===== src/rtl/alu_rr_scheduler_pkg.sv =====
// Shared types and constants for the round-robin ALU scheduler.
// Opcode encodings are the ones decoded by the shared alu datapath.
package alu_sched_pkg;
  localparam int WORD      = 8;
  localparam int OP_W      = 4;
  localparam int N_REQ_DEF = 2;
  localparam int PTR_W     = $clog2(N_REQ_DEF);

  typedef enum logic {
    ST_IDLE = 1'b0,
    ST_RESP = 1'b1
  } state_e;

  localparam logic [OP_W-1:0] OP_NOP = 4'h0;
  localparam logic [OP_W-1:0] OP_SUM = 4'h1;
  localparam logic [OP_W-1:0] OP_SUB = 4'h2;
  localparam logic [OP_W-1:0] OP_AND = 4'h3;
  localparam logic [OP_W-1:0] OP_OR  = 4'h4;
  localparam logic [OP_W-1:0] OP_XOR = 4'h5;
  localparam logic [OP_W-1:0] OP_SHL = 4'h6;
  localparam logic [OP_W-1:0] OP_SHR = 4'h7;
endpackage


===== src/rtl/alu_rr_scheduler_alu.sv =====
// Combinational ALU shared by the scheduler's requesters.
// Undefined opcodes yield result 0 with zero set and carry clear.
module alu
  import alu_sched_pkg::*;
#(
  parameter int WIDTH    = WORD,
  parameter int OP_WIDTH = OP_W
) (
  input  logic [WIDTH-1:0]    i_a,
  input  logic [WIDTH-1:0]    i_b,
  input  logic [OP_WIDTH-1:0] i_opcode,
  output logic [WIDTH-1:0]    o_result,
  output logic                o_zero,
  output logic                o_cf
);
  logic [WIDTH:0]   ext_s;
  logic [WIDTH-1:0] result_s;
  logic             cf_s;

  // Opcode decode; cf is carry for add, borrow for subtract, shifted-out bit for shifts
  always_comb begin
    ext_s    = '0;
    result_s = '0;
    cf_s     = 1'b0;
    case (i_opcode)
      OP_WIDTH'(OP_NOP): result_s = i_a;
      OP_WIDTH'(OP_SUM): begin
        ext_s    = {1'b0, i_a} + {1'b0, i_b};
        result_s = ext_s[WIDTH-1:0];
        cf_s     = ext_s[WIDTH];
      end
      OP_WIDTH'(OP_SUB): begin
        ext_s    = {1'b0, i_a} - {1'b0, i_b};
        result_s = ext_s[WIDTH-1:0];
        cf_s     = ext_s[WIDTH];
      end
      OP_WIDTH'(OP_AND): result_s = i_a & i_b;
      OP_WIDTH'(OP_OR):  result_s = i_a | i_b;
      OP_WIDTH'(OP_XOR): result_s = i_a ^ i_b;
      OP_WIDTH'(OP_SHL): begin
        result_s = {i_a[WIDTH-2:0], 1'b0};
        cf_s     = i_a[WIDTH-1];
      end
      OP_WIDTH'(OP_SHR): begin
        result_s = {1'b0, i_a[WIDTH-1:1]};
        cf_s     = i_a[0];
      end
      default: begin
        result_s = '0;
        cf_s     = 1'b0;
      end
    endcase
  end

  assign o_result = result_s;
  assign o_zero   = (result_s == '0);
  assign o_cf     = cf_s;
endmodule


===== src/rtl/alu_rr_scheduler_arbiter.sv =====
// Round-robin arbiter: first valid requester at or above ptr wins, with wrap.
// Produces a one-hot grant (or zero) and the winner's binary index.
module rr_arbiter #(
  parameter int N_REQ = 2,
  parameter int SEL_W = $clog2(N_REQ)
) (
  input  logic [N_REQ-1:0] i_req,
  input  logic [SEL_W-1:0] i_ptr,
  output logic [N_REQ-1:0] o_grant,
  output logic [SEL_W-1:0] o_idx
);
  logic [N_REQ-1:0] rot_s;
  logic [SEL_W:0]   sum_s;
  logic [SEL_W-1:0] idx_s;
  logic             found_s;

  // Rotate so that bit 0 corresponds to the current priority holder
  assign rot_s = N_REQ'({i_req, i_req} >> i_ptr);

  // Priority-encode the rotated vector and map the winner back to its real index
  always_comb begin
    sum_s   = '0;
    idx_s   = '0;
    found_s = 1'b0;
    for (int i = 0; i < N_REQ; i++) begin
      if (!found_s && rot_s[i]) begin
        sum_s = {1'b0, i_ptr} + (SEL_W+1)'(i);
        if (sum_s >= (SEL_W+1)'(N_REQ)) begin
          sum_s = sum_s - (SEL_W+1)'(N_REQ);
        end else begin
          sum_s = sum_s;
        end
        idx_s   = SEL_W'(sum_s);
        found_s = 1'b1;
      end else begin
        found_s = found_s;
      end
    end
  end

  assign o_grant = found_s ? (N_REQ'(1) << idx_s) : '0;
  assign o_idx   = idx_s;
endmodule


===== src/rtl/alu_rr_scheduler.sv =====
// Shares one combinational alu among N_REQ requesters with round-robin arbitration,
// registering the result into a one-hot tagged response held until accepted.
module alu_rr_scheduler
  import alu_sched_pkg::*;
#(
  parameter int WIDTH    = WORD,
  parameter int OP_WIDTH = OP_W,
  parameter int N_REQ    = N_REQ_DEF
) (
  input  logic                      i_clk,
  input  logic                      i_rst,
  input  logic [N_REQ-1:0]          i_req_valid,
  output logic [N_REQ-1:0]          o_req_ready,
  input  logic [N_REQ*WIDTH-1:0]    i_req_a,
  input  logic [N_REQ*WIDTH-1:0]    i_req_b,
  input  logic [N_REQ*OP_WIDTH-1:0] i_req_op,
  output logic [N_REQ-1:0]          o_rsp_valid,
  input  logic [N_REQ-1:0]          i_rsp_ready,
  output logic [WIDTH-1:0]          o_rsp_result,
  output logic                      o_rsp_zero,
  output logic                      o_rsp_cf,
  output logic                      o_busy
);
  localparam int SEL_W = $clog2(N_REQ);

  state_e              state_q, state_d;
  logic [N_REQ-1:0]    owner_q, owner_d;
  logic [WIDTH-1:0]    result_q, result_d;
  logic                zero_q, zero_d;
  logic                cf_q, cf_d;
  logic [SEL_W-1:0]    ptr_q, ptr_d;

  logic [N_REQ-1:0]    grant_s;
  logic [SEL_W-1:0]    gidx_s;
  logic                can_accept_s;
  logic                rsp_fire_s;
  logic                req_fire_s;
  logic [WIDTH-1:0]    alu_a_s, alu_b_s, alu_res_s;
  logic [OP_WIDTH-1:0] alu_op_s;
  logic                alu_zero_s, alu_cf_s;

  rr_arbiter #(.N_REQ(N_REQ), .SEL_W(SEL_W)) u_arb (
    .i_req   (i_req_valid),
    .i_ptr   (ptr_q),
    .o_grant (grant_s),
    .o_idx   (gidx_s)
  );

  assign o_rsp_valid = (state_q == ST_RESP) ? owner_q : '0;
  assign rsp_fire_s  = |(o_rsp_valid & i_rsp_ready);

  // A new op may load when nothing is held or the held response retires this cycle
  always_comb begin
    case (state_q)
      ST_IDLE: can_accept_s = 1'b1;
      ST_RESP: can_accept_s = rsp_fire_s;
      default: can_accept_s = 1'b0;
    endcase
  end

  assign o_req_ready = i_rst ? '0 : (grant_s & {N_REQ{can_accept_s}});
  assign req_fire_s  = |(i_req_valid & o_req_ready);

  // One-hot AND-OR mux of the granted requester's operands into the alu
  always_comb begin
    alu_a_s  = '0;
    alu_b_s  = '0;
    alu_op_s = '0;
    for (int k = 0; k < N_REQ; k++) begin
      alu_a_s  = alu_a_s  | (i_req_a[k*WIDTH +: WIDTH]        & {WIDTH{grant_s[k]}});
      alu_b_s  = alu_b_s  | (i_req_b[k*WIDTH +: WIDTH]        & {WIDTH{grant_s[k]}});
      alu_op_s = alu_op_s | (i_req_op[k*OP_WIDTH +: OP_WIDTH] & {OP_WIDTH{grant_s[k]}});
    end
  end

  alu #(.WIDTH(WIDTH), .OP_WIDTH(OP_WIDTH)) u_alu (
    .i_a      (alu_a_s),
    .i_b      (alu_b_s),
    .i_opcode (alu_op_s),
    .o_result (alu_res_s),
    .o_zero   (alu_zero_s),
    .o_cf     (alu_cf_s)
  );

  // Next-state: a fire loads a new response (even as the old one retires); data may go stale in IDLE
  always_comb begin
    state_d  = state_q;
    owner_d  = owner_q;
    result_d = result_q;
    zero_d   = zero_q;
    cf_d     = cf_q;
    ptr_d    = ptr_q;
    if (req_fire_s) begin
      state_d  = ST_RESP;
      owner_d  = grant_s;
      result_d = alu_res_s;
      zero_d   = alu_zero_s;
      cf_d     = alu_cf_s;
      ptr_d    = (gidx_s == SEL_W'(N_REQ-1)) ? '0 : (gidx_s + SEL_W'(1));
    end else if (rsp_fire_s) begin
      state_d = ST_IDLE;
      owner_d = '0;
    end else begin
      state_d = state_q;
    end
  end

  // Response register and FSM state
  always_ff @(posedge i_clk) begin
    if (i_rst) begin
      state_q  <= ST_IDLE;
      owner_q  <= '0;
      result_q <= '0;
      zero_q   <= 1'b0;
      cf_q     <= 1'b0;
      ptr_q    <= '0;
    end else begin
      state_q  <= state_d;
      owner_q  <= owner_d;
      result_q <= result_d;
      zero_q   <= zero_d;
      cf_q     <= cf_d;
      ptr_q    <= ptr_d;
    end
  end

  assign o_rsp_result = result_q;
  assign o_rsp_zero   = zero_q;
  assign o_rsp_cf     = cf_q;
  assign o_busy       = (state_q == ST_RESP);
endmodule


===== config.mk =====
export PLATFORM = sky130hd
export DESIGN_NAME = alu_rr_scheduler
export DESIGN_NICKNAME = d
export VERILOG_FILES = /design/src/rtl/alu_rr_scheduler_pkg.sv /design/src/rtl/alu_rr_scheduler_alu.sv /design/src/rtl/alu_rr_scheduler_arbiter.sv /design/src/rtl/alu_rr_scheduler.sv
export SDC_FILE = /design/constraint.sdc
export NUM_CORES = 1
export LEC_CHECK = 0
export BUFFER_PORTS_ARGS = -buffer_cell sky130_fd_sc_hd__buf_2
export CORE_ASPECT_RATIO = 2
export CORE_MARGIN = 2
export CORE_UTILIZATION = 30
export CTS_BUF_LIST = sky130_fd_sc_hd__clkbuf_8
export DETAILED_ROUTE_END_ITERATION = 7
export HOLD_SLACK_MARGIN = 0.12
export PLACE_DENSITY_LB_ADDON = 0.1
export SLEW_MARGIN = 25
export SYNTH_ARGS = -nofsm -noshare
export SYNTH_HDL_FRONTEND = slang
export SYNTH_SLANG_ARGS = --single-unit

===== constraint.sdc =====
create_clock -name i_clk -period 6.1 [get_ports i_clk]
set_input_delay 1.22 -clock i_clk [delete_from_list [all_inputs] [get_ports i_clk]]
set_output_delay 1.22 -clock i_clk [all_outputs]
set_load 0.05 [all_outputs]

==> metrics.md <==
| Metric | Value |
|---|---|
| CP Capture Type | `register` |
| Seq cells post-synth | `14` |
| Worst hold path endpoint | `o_rsp_result[2]$_SDFFE_PP0P_` |
| Post-CTS Resized | `0` |
| Crit path required time | `6.29 ns` |
| Slew HR | `41.4%` |
| Die W | `65.1 um` |
| Sequential-to-total area share from yosys stat | `12.5%` |
| Final Hold Vio Count | `0` |
| Postcts setup bufs | `0` |
| # rows | `44` |
| Sw power | `0.235 mW` |
| Netlist Area Pre-Place | `2240 um2` |
| Vias in the first global route | `2,508` |
| Post-route DRC violation count | `0` |
| Clk_skew | `0.000761 ns` |
| CP arrival | `4.67 ns` |
| I/O pin count | `61` |
| CTS H-tree depth | `1` |
| Tmin final | `4.48 ns` |
| Sw frac | `47.5%` |
| Synth Flop Type | `dfxtp_1` |
| Largest net degree at the start of global routing | `27` |
| PortBufs | `60` |
| Layout cell share with drive strength beyond 1 | `26.7%` |
| Worst Reg2Reg Path Length in Cells | `13` |
| Fillers | `814` |
| Starting Density | `30.9%` |
| Vias/cell | `5.72` |
| Hold wc startpoint | `o_rsp_result[2]$_SDFFE_PP0P_` |
| Clk pwr share | `18.5%` |
| Total GRT Usage | `21.1%` |
| Setup TNS | `0 ns` |
| Area Growth Syn to Fin | `15.7%` |
| ANT cells | `0` |
| CP Max Fanout | `26` |
| Skew-Pair Late Insertion Delay | `0.25 ns` |
| EDFF count, synth | `0` |
| Combinational power share | `60.3%` |
| Final setup viols | `0` |
| CTS tree | `yes` |
| Syn Nets | `353` |
| FMAX | `0.223 GHz` |
| First-pass GRT wire length | `13,100 um` |
| Syn_area_per_cell | `7.92 um2` |
| Initial antenna violation count | `0` |
| Period Utilization, post-route | `73.5%` |
| Clk buf depth | `2` |
| Status | `complete, no violations` |
| Sequential share of power | `21.2%` |
| Synth Instances | `283` |
| Critical-path top delay cell | `a21boi_4` |
| Slew @ Worst Pin | `0.879 ns` |
| Slew Limit Fails | `0` |
| Int Power | `0.260 mW` |
| Routed Antenna Nets | `0` |
| RSZ-0062 raised after global routing | `no` |
| Grt total ovfl | `0` |
| Ys async rst share | `0%` |
| CORE AREA | `7270 um2` |
| Worst setup SP type | `input port` |
| Worst path max stage delay | `0.69 ns` |
| Via count | `2,415` |
| Pre-antenna DRT Iters | `4` |
| Vert. Die Dim | `126 um` |
| Pleak | `1.14 nW` |
| Initial DRC Count | `107` |
| Max_cap viols | `0` |
| TritonCTS Buffers | `3` |
| HPWL after DPL | `6990 um` |
| Worst r2r src | `ptr_q$_SDFFE_PP0P_` |
| Critical path class | `in2reg` |
| CP Cell Sequence | `buf_2, a21boi_4, a22o_1, inv_1, ha_1, fa_1, o21bai_1, a21oi_1, o31ai_4, mux2i_1, nor4_2, nand4_1, o21ai_1` |
| Die area | `8220 um2` |
| Routed Wire Length | `8350 um` |
| Root Driver | `clkbuf_8` |
| CTS clk-pin slew, worst paths | `0.06 ns` |
| Clock Sinks | `14` |
| Routability cong. | `0.866` |
| Worst hold-check path type | `reg2reg` |
| Yosys warns | `0` |
| Final core occ | `35.7%` |
| Hold Path Cell Cnt | `2` |
| NumNets Final | `401` |
| Netlist cell types | `61` |
| Reg-to-Reg End | `o_rsp_zero$_SDFFE_PP0P_` |
| Wire per inst | `19.8 um` |
| Power Density | `191 nW/um2` |
| Peak VDD IR | `0.0000466 V` |
| Reg2reg setup slack | `2.36 ns` |
| CTS hold repair buffers | `0` |
[cell usage after synthesis, drive strengths merged (4+ instances only)]
| master | number | share of area, % |
|---|---|---|
| a211oi | 8 | 2.7 |
| o211ai | 5 | 1.7 |
| buf | 16 | 5.4 |
| a32oi | 8 | 5.1 |
| o21ai | 14 | 3.1 |
| nor4 | 7 | 2.8 |
| a32o | 8 | 3.8 |
| nand3 | 4 | 0.89 |
| inv | 27 | 4.5 |
| a21oi | 17 | 3.8 |
| a22o | 8 | 3.1 |
| nor2 | 15 | 2.5 |
| ha | 22 | 12 |
| o2111ai | 4 | 1.6 |
| nor3 | 8 | 1.8 |
| a311oi | 4 | 1.6 |
| nand2 | 31 | 5.2 |
| dfxtp | 14 | 13 |
| a22oi | 7 | 2.8 |
[worst max path at each step]
stage | from | end | slack (ns) | cells past startpoint
2_1_floorplan | i_req_valid[1] | o_rsp_zero$_SDFFE_PP0P_ | 2.25 | 14
3_5_place_dp | i_req_valid[1] | o_rsp_zero$_SDFFE_PP0P_ | 1.34 | 13
4_1_cts | i_req_valid[1] | o_rsp_zero$_SDFFE_PP0P_ | 1.60 | 13
6_report | i_req_valid[1] | o_rsp_zero$_SDFFE_PP0P_ | 1.62 | 13
3_3_place_gp | i_req_valid[1] | o_rsp_zero$_SDFFE_PP0P_ | 1.40 | 13
5_1_grt | i_req_valid[1] | o_rsp_zero$_SDFFE_PP0P_ | 1.22 | 13
[registers in the layout, indices dropped and copies added, names as in the netlist]
name and flops:
owner_q 2, o_busy 1, ptr_q 1, o_rsp_cf 1, o_rsp_result 8, o_rsp_zero 1
[power groups by stage]
stage	Clock, mW	Combinational [mW]	Sequential [mW]
after global routing	0.0981	0.328	0.106
final	0.0915	0.299	0.105
after CTS	0.0960	0.300	0.105
after global placement	0	0.300	0.107
after floorplan	0	0.201	0.127
after detailed placement	0	0.299	0.107
[routing by layer]
layer | vias up | track usage [%] | part of all wire [%] | routed length, um
met5 | - | 0 | 0 | 0
met4 | 0 | 16.2 | 8.1 | 676
met3 | 29 | 1.25 | 2.9 | 239
met2 | 73 | 41.7 | 57 | 4740
met1 | 1130 | 18.5 | 32 | 2690
li1 | 1183 | - | - | -
[placed cells by master (no fill, tap or decap), types with 3 or more instances in the layout]
master,synthesis,routed
a22o_1,8,8
a211oi_1,8,8
a32oi_1,5,5
nor4_1,4,4
o2111ai_1,4,4
inv_1,25,25
a22oi_1,5,5
nand3_1,4,4
a311oi_1,4,4
mux2i_1,3,3
a32o_2,4,4
buf_2,7,60
nor2_1,15,15
xnor2_1,3,3
ha_1,22,22
o21ai_0,12,12
nor3_1,8,8
nor4_2,3,3
nand2_1,31,31
nand4_1,3,3
o211a_1,3,3
and2_1,3,3
o22ai_1,3,3
clkbuf_8,0,4
dfxtp_1,14,14
a21oi_1,17,17
a32o_1,4,4
o211ai_1,5,5
o21a_1,3,3
[per-stage QoR]
stage	hold WS (ns)	instance area (um2)	setup WS, ns	instances	total power, mW
6_report	0.454	2590	1.62	422	0.495
4_1_cts	0.454	2590	1.60	422	0.501
2_1_floorplan	0.442	2240	2.25	283	0.328
3_5_place_dp	0.446	2540	1.34	418	0.406
5_1_grt	0.469	2590	1.22	422	0.532
3_3_place_gp	0.441	2540	1.40	418	0.407
[cells by family (layout without fill, tap and decap cells)]
| logic type | after synthesis | in the layout | share of synthesized area (%) |
|---|---|---|---|
| fa+ha+maj | 24 | 24 | 14.1 |
| flops | 14 | 14 | 12.5 |
| xor+xnor | 4 | 4 | 1.56 |
| mux | 4 | 4 | 1.84 |
| buf+inv | 46 | 93 | 10.4 |
| compound gates | 114 | 114 | 42.5 |
| simple gates | 77 | 77 | 17.1 |
[cell type report]
cell class,instances,area (um2),area share (%)
clock buffers,4,55.1,2.12
inverters,27,101,3.91
multi-input cells,223,1730,66.6
flip-flops and latches,14,280,10.8
well taps,92,115,4.44
repair buffers,62,315,12.2
[critical path: cells and delay by family]
family | cells | cell delay, ns
AO/OA/AOI/OAI | 6 | 1.84
AND/OR/NAND/NOR | 2 | 0.48
buffers and inverters | 2 | 0.34
adder cells (fa/ha/maj) | 2 | 0.67
multiplexers | 1 | 0.12
No activity file was read; power rests on OpenSTA's default activity.
